## config.mk

```make
export PLATFORM = sky130hd
export DESIGN_NAME = reaction_ctrl_flat
export DESIGN_NICKNAME = d
export VERILOG_FILES = /design/src/rtl/reaction_ctrl_if.sv /design/src/rtl/reaction_ctrl.sv /design/src/flat_wrapper.sv
export SDC_FILE = /design/constraint.sdc
export NUM_CORES = 1
export LEC_CHECK = 0
export ABC_AREA = 1
export CORE_MARGIN = 2
export CORE_UTILIZATION = 55
export DETAILED_ROUTE_END_ITERATION = 12
export DONT_BUFFER_PORTS = 1
export GPL_TIMING_DRIVEN = 0
export PLACE_DENSITY = 0.73
export RECOVER_POWER = 100
export SLEW_MARGIN = 20
export SYNTH_ARGS = -nofsm -noshare
export SYNTH_HDL_FRONTEND = slang
export SYNTH_SLANG_ARGS = --single-unit
```

## constraint.sdc

```tcl
create_clock -name clk -period 1.6 [get_ports clk]
set_clock_uncertainty 0.05 [all_clocks]
set_input_delay 0.4 -clock clk [delete_from_list [all_inputs] [get_ports clk]]
set_output_delay 0.4 -clock clk [all_outputs]
set_load 0.01 [all_outputs]
```

## src/rtl/reaction_ctrl_if.sv

```systemverilog
// Front-panel bundle for the reaction timer: button pulses and the go_buffs
// level in, display-facing state, times and flags out.
interface reaction_ctrl_if #(
  parameter int TIME_W = 14
);
  logic              start_btn;
  logic              stop_btn;
  logic              go_buffs;
  logic [2:0]        state;
  logic              led_go;
  logic [TIME_W-1:0] time_ms;
  logic [TIME_W-1:0] hi_score_ms;
  logic              new_hi;
  logic              false_start;

  modport master (
    output start_btn, stop_btn, go_buffs,
    input  state, led_go, time_ms, hi_score_ms, new_hi, false_start
  );

  modport slave (
    input  start_btn, stop_btn, go_buffs,
    output state, led_go, time_ms, hi_score_ms, new_hi, false_start
  );
endinterface

```

## src/rtl/reaction_ctrl.sv

```systemverilog
// Reaction-time game controller: LFSR-randomised pre-go delay, ms timing, best score.
// Define REACTION_CTRL_FALSE_START_EN to turn a stop press during the delay into a FAULT.
module reaction_ctrl #(
  parameter int              TICK_DIV     = 50000,
  parameter int              TIME_W       = 14,
  parameter int              LFSR_W       = 10,
  parameter logic [LFSR_W-1:0] LFSR_TAPS  = 10'h240,
  parameter int              DELAY_MIN_MS = 1000
) (
  input  logic           clk,
  input  logic           rst,
  reaction_ctrl_if.slave bus
);

`ifdef REACTION_CTRL_FALSE_START_EN
  localparam bit FALSE_START_EN = 1'b1;
`else
  localparam bit FALSE_START_EN = 1'b0;
`endif

  localparam int PRE_W = (TICK_DIV > 1) ? $clog2(TICK_DIV) : 1;
  localparam int DLY_W = ((TIME_W > LFSR_W) ? TIME_W : LFSR_W) + 1;
  localparam logic [TIME_W-1:0] TIME_MAX = '1;
  localparam logic [TIME_W-1:0] TIME_PRE_SAT = TIME_MAX - 1'b1;

  typedef enum logic [2:0] {
    HI_SCORE = 3'b000,
    DELAYING = 3'b001,
    TIMING   = 3'b010,
    DISPLAY  = 3'b011,
    GO_BUFFS = 3'b100,
    FAULT    = 3'b101
  } state_t;

  state_t            state_q, state_next;
  logic [LFSR_W-1:0] lfsr_q, lfsr_next;
  logic [PRE_W-1:0]  presc_q;
  logic [DLY_W-1:0]  delay_q;
  logic [TIME_W-1:0] time_q, hi_q;
  logic              new_hi_q;
  logic              tick;
  logic              load_round, enter_timing, count_tick, stop_hit;

  assign tick = (presc_q == PRE_W'(TICK_DIV - 1));

  // Shifting out the top tap bit keeps the map invertible; the zero guard is a safety net.
  always_comb begin
    lfsr_next = {lfsr_q[LFSR_W-2:0], ^(lfsr_q & LFSR_TAPS)};
    if (lfsr_next == '0) lfsr_next = '1;
  end

  always_ff @(posedge clk) begin
    if (rst) state_q <= HI_SCORE;
    else     state_q <= state_next;
  end

  always_comb begin
    state_next   = state_q;
    load_round   = 1'b0;
    enter_timing = 1'b0;
    count_tick   = 1'b0;
    stop_hit     = 1'b0;
    if (bus.go_buffs) begin
      state_next = GO_BUFFS;
    end else begin
      case (state_q)
        HI_SCORE: if (bus.start_btn) begin
          state_next = DELAYING;
          load_round = 1'b1;
        end
        DELAYING: begin
          if (FALSE_START_EN && bus.stop_btn) begin
            state_next = FAULT;
          end else if (tick && delay_q == DLY_W'(1)) begin
            state_next   = TIMING;
            enter_timing = 1'b1;
          end
        end
        TIMING: begin
          // A stop on the same cycle as a tick wins and that tick is dropped.
          if (bus.stop_btn) begin
            state_next = DISPLAY;
            stop_hit   = 1'b1;
          end else if (tick) begin
            count_tick = 1'b1;
            if (time_q == TIME_PRE_SAT) state_next = DISPLAY;
          end
        end
        DISPLAY: begin
          if (bus.stop_btn) begin
            state_next = HI_SCORE;
          end else if (bus.start_btn) begin
            state_next = DELAYING;
            load_round = 1'b1;
          end
        end
        GO_BUFFS: state_next = HI_SCORE;
        FAULT: if (bus.start_btn) begin
          state_next = DELAYING;
          load_round = 1'b1;
        end
        default: state_next = HI_SCORE;
      endcase
    end
  end

  always_ff @(posedge clk) begin
    if (rst) begin
      lfsr_q   <= '1;
      presc_q  <= '0;
      delay_q  <= '0;
      time_q   <= '0;
      hi_q     <= '1;
      new_hi_q <= 1'b0;
    end else begin
      lfsr_q <= lfsr_next;

      if (load_round || enter_timing || tick) presc_q <= '0;
      else                                    presc_q <= presc_q + 1'b1;

      if (load_round)
        delay_q <= DLY_W'(DELAY_MIN_MS) + DLY_W'(lfsr_q);
      else if (state_q == DELAYING && tick && delay_q != '0)
        delay_q <= delay_q - 1'b1;

      if (load_round)      time_q <= '0;
      else if (count_tick) time_q <= time_q + 1'b1;

      if (load_round) begin
        new_hi_q <= 1'b0;
      end else if (stop_hit && time_q < hi_q) begin
        hi_q     <= time_q;
        new_hi_q <= 1'b1;
      end
    end
  end

  assign bus.state       = state_q;
  assign bus.led_go      = (state_q == TIMING);
  assign bus.time_ms     = time_q;
  assign bus.hi_score_ms = hi_q;
  assign bus.new_hi      = new_hi_q && (state_q == DISPLAY);
  assign bus.false_start = FALSE_START_EN && (state_q == FAULT);

endmodule

```

## src/flat_wrapper.sv

```systemverilog
// flat-port wrapper written by rule: the top's interface ports become plain ports
module reaction_ctrl_flat 
#(
  parameter int              TICK_DIV     = 50000,
  parameter int              TIME_W       = 14,
  parameter int              LFSR_W       = 10,
  parameter logic [LFSR_W-1:0] LFSR_TAPS  = 10'h240,
  parameter int              DELAY_MIN_MS = 1000
)
  (clk, rst, bus_start_btn, bus_stop_btn, bus_go_buffs, bus_state, bus_led_go, bus_time_ms, bus_hi_score_ms, bus_new_hi, bus_false_start);
  reaction_ctrl_if #(.TIME_W(TIME_W)) bus_i ();
  input  logic clk;
  input  logic rst;
  input wire logic [$bits(bus_i.start_btn)-1:0] bus_start_btn;
  input wire logic [$bits(bus_i.stop_btn)-1:0] bus_stop_btn;
  input wire logic [$bits(bus_i.go_buffs)-1:0] bus_go_buffs;
  output wire logic [$bits(bus_i.state)-1:0] bus_state;
  output wire logic [$bits(bus_i.led_go)-1:0] bus_led_go;
  output wire logic [$bits(bus_i.time_ms)-1:0] bus_time_ms;
  output wire logic [$bits(bus_i.hi_score_ms)-1:0] bus_hi_score_ms;
  output wire logic [$bits(bus_i.new_hi)-1:0] bus_new_hi;
  output wire logic [$bits(bus_i.false_start)-1:0] bus_false_start;
  assign bus_i.start_btn = bus_start_btn;
  assign bus_i.stop_btn = bus_stop_btn;
  assign bus_i.go_buffs = bus_go_buffs;
  assign bus_state = bus_i.state;
  assign bus_led_go = bus_i.led_go;
  assign bus_time_ms = bus_i.time_ms;
  assign bus_hi_score_ms = bus_i.hi_score_ms;
  assign bus_new_hi = bus_i.new_hi;
  assign bus_false_start = bus_i.false_start;
  reaction_ctrl #(.TICK_DIV(TICK_DIV), .TIME_W(TIME_W), .LFSR_W(LFSR_W), .LFSR_TAPS(LFSR_TAPS), .DELAY_MIN_MS(DELAY_MIN_MS)) u_core (.clk(clk), .rst(rst), .bus(bus_i));
endmodule
```

# Yosys cells after proc, flatten, opt, wreduce, memory -nomap -nowiden
# Index checks and enable logic that the tools add are counted.
# Widths: inputs -> output; s select.
dict set report op_classes {
  n_addsub 4
  order_cmp 1
  n_eq_ne 13
  n_mux 24
  n_bitwise 1
  reduce_logical 20
}
# operator n
set op_table {}
lappend op_table {{$mux 15} 2}
lappend op_table {{$mux 3} 7}
lappend op_table {{$add 16x1->16 const B} 1}
lappend op_table {{$eq 16x16->1 const B} 1}
lappend op_table {{$eq 15x1->1 const B} 1}
lappend op_table {{$reduce_bool 15->1} 1}
lappend op_table {{$sub 15x1->15 const B} 1}
lappend op_table {{$add 14x1->14 const B} 1}
lappend op_table {{$eq 14x14->1 const B} 1}
lappend op_table {{$lt 14x14->1} 1}
lappend op_table {{$mux 1} 13}
lappend op_table {{$pmux 3 s4} 1}
lappend op_table {{$add 10x10->11 const A} 1}
lappend op_table {{$logic_not 10->1} 1}
lappend op_table {{$reduce_or 2->1} 5}
lappend op_table {{$reduce_xor 10->1} 1}
lappend op_table {{$ne 3x2->1 const B} 3}
lappend op_table {{$ne 4x3->1 const B} 2}
lappend op_table {{$eq 3x2->1 const B} 2}
lappend op_table {{$reduce_and 3->1} 2}
lappend op_table {{$logic_and 1x1->1} 5}
lappend op_table {{$eq 3x1->1 const B} 1}
lappend op_table {{$eq 3x3->1 const B} 1}
lappend op_table {{$logic_not 3->1} 1}
lappend op_table {{other kinds (6)} 7}
dict set report totals {
  regBits 73
  in_bits 5
  out_inout_bits 34
  elab_cells 71
}

# Longest topological paths before layout
# Gate-level depths: netlist (run 1).
dict set report logic_depth {
  depth_word 8
  ltp_mapped 11
  ltp_nobuf 11
}

# Worst setup path after synthesis (run 1)
# OpenSTA, ideal clock, no wires.
dict set report synth_path {
  path_kind {register to register}
  start {register u_core.time_q[11] (netlist: u_core.bus.time_ms[11])}
  end {register u_core.hi_q[10] (netlist: u_core.bus.hi_score_ms[10])}
  setup_time_ns 0.134
  arrival_ns 1.579
  required_ns 1.416
  setup_slack_ns -0.163
  path_stages_with_launch 11
  n_path_buf 1
  path_cell_list {dfxtp_1 > ha_1 > nand2_1 > inv_1 > o21ai_0 > nand4_1 > nor2_4 > nand2_2 > buf_6 > nand2_1 > nand3_1}
}
dict set report synth_via {
  elab_chain_cells 3
}
# item line_no
set synth_rtl {}
lappend synth_rtl {{from (decl)} reaction_ctrl.sv:39} ;# logic [TIME_W-1:0] time_q, hi_q;
lappend synth_rtl {{from (signal assigned)} reaction_ctrl.sv:127} ;# else if (count_tick) time_q <= time_q + 1'b1;
lappend synth_rtl {{$lt 14x14->1} reaction_ctrl.sv:131} ;# end else if (stop_hit && time_q < hi_q) begin
lappend synth_rtl {{$logic_and 1x1->1} reaction_ctrl.sv:131}
lappend synth_rtl {{$reduce_and 2->1 (no source line)} --}
lappend synth_rtl {{to (signal assigned)} reaction_ctrl.sv:132} ;# hi_q <= time_q;
lappend synth_rtl {{to (decl)} reaction_ctrl.sv:39}
# No other way between the ends.
# A chain may end at the register's enable or synchronous reset.

# Worst setup path after layout (run 1)
dict set report layout_path {
  start {register u_core.time_q[11] (netlist: u_core.bus.time_ms[11])}
  end {register u_core.hi_q[11] (netlist: u_core.bus.hi_score_ms[11])}
}
dict set report layout_via {
  elab_chain_cells 3
}
# item line_no
set layout_rtl {}
lappend layout_rtl {{$lt 14x14->1} reaction_ctrl.sv:131}
lappend layout_rtl {{$logic_and 1x1->1} reaction_ctrl.sv:131}
lappend layout_rtl {{$reduce_and 2->1 (no source line)} --}
# Parallel ways exist; a longest one is shown, timed or not.

==> flow_summary_export.csv, run 1 <==
group,metric,value,unit
worst_setup_path,cp.arrival,2.01,ns
run_status,violations,"setup timing",
worst_setup_path,cp.required,1.77,ns
timing,slew_violations,0,
worst_setup_path,startpoint,"u_core.bus.time_ms[11]",
clocking,cts_tree,"yes",
timing,finalHoldViolations,0,
clocking,clockRootBuffer,"clkbuf_8",
grt,grt_max_degree,13,
routing,viasPerCell,5.568,
routing,dr.first_iter.drc_count,318,
worst_setup_path,crit_type,"reg2reg",
grt,met3_usage,4.896,%
worst_setup_path,r2r-end,"u_core.bus.hi_score_ms[11]",
clocking,cts.sinks,73,
routing,firstDrtPassIters,5,
pwr,power.total,4.362,mW
grt,gr-max-usage-layer,"met2",
clocking,clockBufferDepth,2,
place,io_buffers,0,
worst_setup_path,reg2reg_depth,10,
place,gp_congestion,0.9281,
yosys,postSynthCellCount,663,
routing,ant_nets,0,
worst_setup_path,critPathCaptureType,"flip-flop",
floorplanning,row_count,32,
min_path,hp-class,"in2reg",
yosys,syn_avg_cell_area,6.671,µm²
timing,setup_viol,17,
pwr,peakVddDrop,464.5,µV
yosys,synth_edf_count,0,
worst_setup_path,crit_fanout,8,
worst_setup_path,cp-start-kind,"flip-flop",
routing,wire_per_inst,15.03,µm
grt,grt_usage,26.59,%
worst_setup_path,r2r_setup_slack,-0.24,ns
place,dp_hpwl,7781,µm
grt,use_met1,34.35,%
yosys,synthArstFlopShare,0,%
yosys,synth_area,4423,µm²
job,cap_violations,0,
cells_and_area,drive_gt1_share,34.00,%
yosys,yosys_register_bits,73,
grt,grt_pass1_wl,18600,µm
clocking,ctsHoldBuffers,0,
cells_and_area,area_growth,30.18,%
run_status,status,"finished, violations left",
routing,vias,4482,
clocking,cts_buffers,9,
pwr,cellPowerDensity,757.5,nW/µm²
place,dpl-instance-area,4563,µm²
clocking,clk_pin_slew,0.07,ns
yosys,ys_seq_area_share,33.04,%
yosys,syn_nets,688,
clocking,clock_latency,0.36,ns
yosys,ys.flop_type,"dfxtp_1",
cells_and_area,nets,723,
timing,slew_headroom,56.82,%
yosys,ys_warn_count,0,
floorplanning,die_h,93.68,µm
timing,fmax,544.5,MHz
pwr,leakage,2.479,nW
floorplanning,core,7767,µm²
cells_and_area,stdcell_area,5758,µm²
routing,wl,12100,µm
timing,worst_pin_slew,0.6453,ns
worst_setup_path,r2r-start,"u_core.bus.time_ms[11]",
clocking,cts-htree-levels,3,
floorplanning,ioPinCount,39,
timing,min_period,1.837,ns
grt,overflow,0,
floorplanning,fp.dieW,93.68,µm
routing,drc,0,
timing,fin_ws,-0.2367,ns
yosys,synth.distinct_cells,35,
grt,grt_use_met2,44.90,%
worst_setup_path,worstSetupEndpoint,"u_core.bus.hi_score_ms[11]",
floorplanning,initial_core_util,56.94,%
grt,grt_pass1_vias,4020,
timing,rsz0062_at_grt,"yes",
cells_and_area,num_antenna_cells,0,
timing,period_share,114.8,%
grt,antenna_found_initial,0,
floorplanning,dieArea,8775,µm²
[cells by family (layout without fill, tap and decap cells)]
kind of cell    Yosys count  after routing  synth area share, %
fa+ha+maj                20             20                5.658
simple gates            400            401                41.87
flops                    73             73                33.04
buf+inv                 104            143                10.04
xor+xnor                 18             18                3.564
compound gates           47             47                5.743
other cells               1              1              0.08478
[synth_stat cells, drive strengths merged (2+ instances only)]
| cell | instances | area share (%) |
|---|---|---|
| xnor2 | 2 | 0.40 |
| nand4 | 13 | 1.8 |
| dfxtp | 73 | 33 |
| nand3b | 5 | 0.85 |
| o21ai | 17 | 1.9 |
| nor2 | 102 | 10 |
| buf | 11 | 2.1 |
| nand3 | 86 | 10 |
| a21oi | 26 | 3.0 |
| xor2 | 16 | 3.2 |
| ha | 20 | 5.7 |
| nor3b | 3 | 0.51 |
| nand2 | 179 | 17 |
| nor3 | 12 | 1.5 |
| inv | 89 | 7.6 |
| clkbuf | 3 | 0.25 |
[metal layers]
layer | up-vias | part of all wire [%]
met5 | - | 0
met4 | 0 | 2.2
met3 | 28 | 7.2
met2 | 176 | 48
met1 | 2082 | 42
li1 | 2196 | -
[registers in the layout, summed over array words and instances (netlist names)]
name	cells
u_core.bus.hi_score_ms	14
u_core.lfsr_q	10
u_core.delay_q	15
u_core.bus.state	3
u_core.bus.time_ms	14
u_core.presc_q	16
u_core.new_hi_q	1
[critical path, stage by stage (launching register included)]
cell and delay, ns:
dfxtp_4 0.43, ha_4 0.23, nand2_2 0.04, inv_1 0.03, o21ai_1 0.10, nand4_1 0.20, nor2_4 0.22, nand2_4 0.11
buf_8 0.16, nand2_2 0.07, nand3_2 0.06
[placed cells by master (no fill, tap or decap), types with 7 or more instances in the layout]
master    instances
nand2_2          25
xor2_1           14
nand4_1          13
inv_4             7
nand3_1          65
nand2_4           9
dfxtp_4          19
nor2_1           61
dfxtp_1          32
inv_2             8
clkbuf_8         10
buf_4            20
inv_1            72
nor2_4           18
a21oi_1          11
nor3_1            8
o21ai_0           8
dfxtp_2          22
a21oi_2          15
o21ai_1           8
nor2_2           23
nand2_1         142
nand3_2          16
ha_1             13
[area by class of cell]
class                      instances  area (µm²)
clock inverter                     5       102.6
timing repair buffer              23       239.0
fill                             576        2009
clock buffer                      11       141.4
multi-input combinational        487        3087
buffer                            14       130.1
inverter                          90       370.4
tap                              102       127.6
sequential                        73        1560
[where the power goes]
group	switching, mW	internal [mW]
clock	0.721	1.08
combinational	0.434	0.243
sequential	0.0578	1.83
total	1.21	3.15
[per-stage QoR]
step	TNS (ns)	hold slack [ns]	setup WS (ns)	std cells	utilization [%]
3_5_place_dp	-10.83	0.3846	-0.4039	765	58.75
4_1_cts	-2.467	0.1842	-0.1841	790	65.69
3_3_place_gp	-10.23	0.3793	-0.3691	765	58.75
5_1_grt	-5.143	0.2092	-0.2996	805	74.13
6_report	-3.124	0.1858	-0.2367	805	74.13
2_1_floorplan	-0.7918	0.3684	-0.08356	663	-
[timing repair]
item / CTS / global route
gates cloned: 1 / 4
gates resized for setup: 74 / 145
hold endpoints to repair: 0 / 0
endpoints found under the setup margin: 57 / 69
pin swaps: 14 / 39
setup buffers: 8 / 11
[how the worst min path moves through the flow]
stage / from / to / slack, ns / cells past startpoint
2_1_floorplan: u_core.lfsr_q[8] / u_core.lfsr_q[9] / 0.37 / 2
3_3_place_gp: u_core.lfsr_q[8] / u_core.lfsr_q[9] / 0.38 / 2
3_5_place_dp: u_core.lfsr_q[8] / u_core.lfsr_q[9] / 0.38 / 2
4_1_cts: bus_start_btn / u_core.bus.state[2] / 0.18 / 3
5_1_grt: bus_start_btn / u_core.bus.state[2] / 0.21 / 3
6_report: bus_start_btn / u_core.bus.state[2] / 0.19 / 3
Note: power is estimated with default switching activity, not from simulation.
==> run 2: changes to the inputs <==
--- a/config.mk
+++ b/config.mk
@@ -11,7 +11,7 @@
 export DETAILED_ROUTE_END_ITERATION = 12
 export DONT_BUFFER_PORTS = 1
 export GPL_TIMING_DRIVEN = 0
-export PLACE_DENSITY = 0.73
+export PLACE_DENSITY = 0.7
 export RECOVER_POWER = 100
 export SLEW_MARGIN = 20
 export SYNTH_ARGS = -nofsm -noshare
==> run 2 against run 1 <==
Effect of this change: critical path type unchanged; sequential share of layout area up 0.28 points; the flow still finishes with violations (setup timing); design area down 2.2%; combinational power up 8.4%; maximum frequency up 0.99%; setup slack better by 0.018 ns; routed wire length down 1.4%; final cell count up 0.99%; highest routed layer unchanged; power down 11%; die area unchanged; global-route usage down 0.10 points.
==> flow_summary_export.csv, run 2 (synthesis results as in run 1) <==
group,metric,value,unit
floorplanning,core,7767,µm²
routing,viasPerCell,5.419,
worst_setup_path,r2r-end,"u_core.bus.hi_score_ms[12]",
cells_and_area,final_common_cell,"nand2_1",
timing,fmax,549.8,MHz
cells_and_area,ff_latch_area,1543,µm²
grt,overflow,0,
worst_setup_path,critPathCaptureType,"flip-flop",
cells_and_area,final_cell_mix,"nand2_1 (145), inv_1 (73), nand3_1 (71), nor2_1 (65), dfxtp_1 (34)",
grt,grt_usage,26.49,%
grt,grt_pass1_vias,4149,
worst_setup_path,reg2reg_depth,10,
cells_and_area,nets,732,
cells_and_area,stdcell_area,5634,µm²
clocking,clk_pin_slew,0.07,ns
clocking,cts-htree-levels,3,
clocking,cts.sinks,73,
worst_setup_path,cp-start-kind,"flip-flop",
timing,slew_violations,0,
min_path,min_path_cells,3,
routing,ant_nets,0,
place,dp.cells,765,
job,cap_violations,0,
cells_and_area,area_growth,27.38,%
cells_and_area,fillCellCount,616,
min_path,holdPathEnd,"u_core.bus.state[2]",
worst_setup_path,path_delay_family,"simple AND/OR/NAND/NOR gates",
routing,firstDrtPassIters,5,
run_status,violations,"setup timing",
place,io_buffers,0,
timing,worst_pin_slew,0.6278,ns
clocking,clockRootBuffer,"clkbuf_8",
timing,min_period,1.819,ns
min_path,hp-class,"in2reg",
place,dp_slack,-0.3872,ns
min_path,hold_start,"bus_start_btn",
routing,wire_per_inst,14.66,µm
place,dp_hpwl,7821,µm
cells_and_area,largest_registers,"u_core.presc_q (16), u_core.delay_q (15)",
clocking,clockBufferDepth,2,
worst_setup_path,critPathMaxStageDelay,0.46,ns
floorplanning,dieArea,8775,µm²
routing,dr.first_iter.drc_count,300,
cells_and_area,largest_reg_flops,16,
timing,rsz0062_at_grt,"yes",
place,gp_congestion,0.8686,
timing,tns,-2.897,ns
routing,wl,11920,µm
worst_setup_path,slowest_stage,"dfxtp_2",
routing,drc,0,
floorplanning,ioPinCount,39,
worst_setup_path,cp.required,1.76,ns
routing,vias,4406,
worst_setup_path,r2r-start,"u_core.bus.time_ms[12]",
floorplanning,initial_core_util,56.94,%
worst_setup_path,cp_num_buf_inv,2,
grt,antenna_found_initial,0,
grt,grt_pass1_wl,18650,µm
clocking,cts_buffers,9,
clocking,cts_tree,"yes",
cells_and_area,instances_no_fill,813,
timing,setup_viol,20,
worst_setup_path,r2r_setup_slack,-0.22,ns
floorplanning,fp.dieW,93.68,µm
worst_setup_path,crit_fanout,7,
worst_setup_path,cp.arrival,1.98,ns
cells_and_area,largest_register,"u_core.presc_q",
worst_setup_path,crit_type,"reg2reg",
floorplanning,row_count,32,
grt,grt_max_degree,12,
timing,finalHoldViolations,0,
worst_setup_path,crit_chain,"ha_4 -> nand2_2 -> inv_2 -> o21ai_2 -> nand4_1 -> nor2_4 -> nand2_4 -> buf_8 -> nand2_1 -> nand3_1",
clocking,ctsHoldBuffers,0,
clocking,clock_latency,0.36,ns
pwr,cellPowerDensity,692.4,nW/µm²
run_status,status,"finished, violations left",
cells_and_area,multi_input_area,2963,µm²
cells_and_area,post-route-util,72.54,%
timing,period_share,113.7,%
pwr,leakage,2.501,nW
timing,slew_headroom,57.99,%
pwr,peakVddDrop,612.8,µV
cells_and_area,drive_gt1_share,31.36,%
floorplanning,die_h,93.68,µm
timing,fin_ws,-0.2187,ns
place,dpl-instance-area,4563,µm²
cells_and_area,num_antenna_cells,0,
==> run 2: layer usage <==
layer | GRT usage, % | wire length [µm] | share of wire (%)
met1 | 34.51 | 5212 | 44
met2 | 43.11 | 5723 | 48
met3 | 5.457 | 707 | 5.9
met4 | 10.39 | 278 | 2.3
met5 | 0 | 0 | 0
==> run 2: metrics by stage <==
stage | hold slack, ns | power, mW
2_1_floorplan | 0.3684 | 2.350
5_1_grt | 0.2058 | 4.088
4_1_cts | 0.1807 | 3.735
3_5_place_dp | 0.3908 | 2.454
6_report | 0.1820 | 3.901
3_3_place_gp | 0.3792 | 2.443
==> run 2: worst reg2reg max path, cell delays in order, from the launching register on <==
cell and delay, ns:
dfxtp_2 0.46, ha_4 0.24, nand2_2 0.05, inv_2 0.04
o21ai_2 0.05, nand4_1 0.20, nor2_4 0.21, nand2_4 0.12
buf_8 0.16, nand2_1 0.06, nand3_1 0.06
==> run 2: repair_timing <==
item / in CTS / in global routing
pin swaps: 16 / 28
endpoints found under the hold margin: 0 / 0
resized for setup: 78 / 97
setup buffers: 13 / 16
endpoints found under the setup margin: 57 / 61
gates cloned: 1 / 3
==> run 2: power by group <==
part	total, mW	switching, mW	leakage, nW	internal, mW
sequential	1.90	0.0550	0.605	1.84
combinational	0.734	0.439	1.81	0.295
clock	1.27	0.679	0.0822	0.593
total	3.90	1.17	2.50	2.73
==> run 2: how the worst max path moves through the flow <==
stage / startpoint / endpoint / slack [ns] / depth (start not counted)
floorplan: u_core.bus.hi_score_ms[11] / u_core.bus.hi_score_ms[11] / -0.08 / 11
global placement: u_core.bus.hi_score_ms[13] / u_core.bus.hi_score_ms[11] / -0.37 / 11
detailed placement: u_core.bus.hi_score_ms[13] / u_core.bus.hi_score_ms[5] / -0.39 / 11
CTS: u_core.bus.time_ms[11] / u_core.bus.hi_score_ms[12] / -0.18 / 10
global route: u_core.bus.time_ms[11] / u_core.bus.hi_score_ms[5] / -0.32 / 10
finish: u_core.bus.time_ms[12] / u_core.bus.hi_score_ms[12] / -0.22 / 10
==> run 2: final cells by class <==
| class | count | area share [%] |
|---|---|---|
| inverters | 90 | 6.396 |
| multi-input cells | 487 | 52.59 |
| flip-flops and latches | 73 | 27.38 |
| well taps | 102 | 2.265 |
| repair buffers | 32 | 6.174 |
| clock buffers | 12 | 2.576 |
| clock inverters | 3 | 0.3109 |
| plain buffers | 14 | 2.310 |
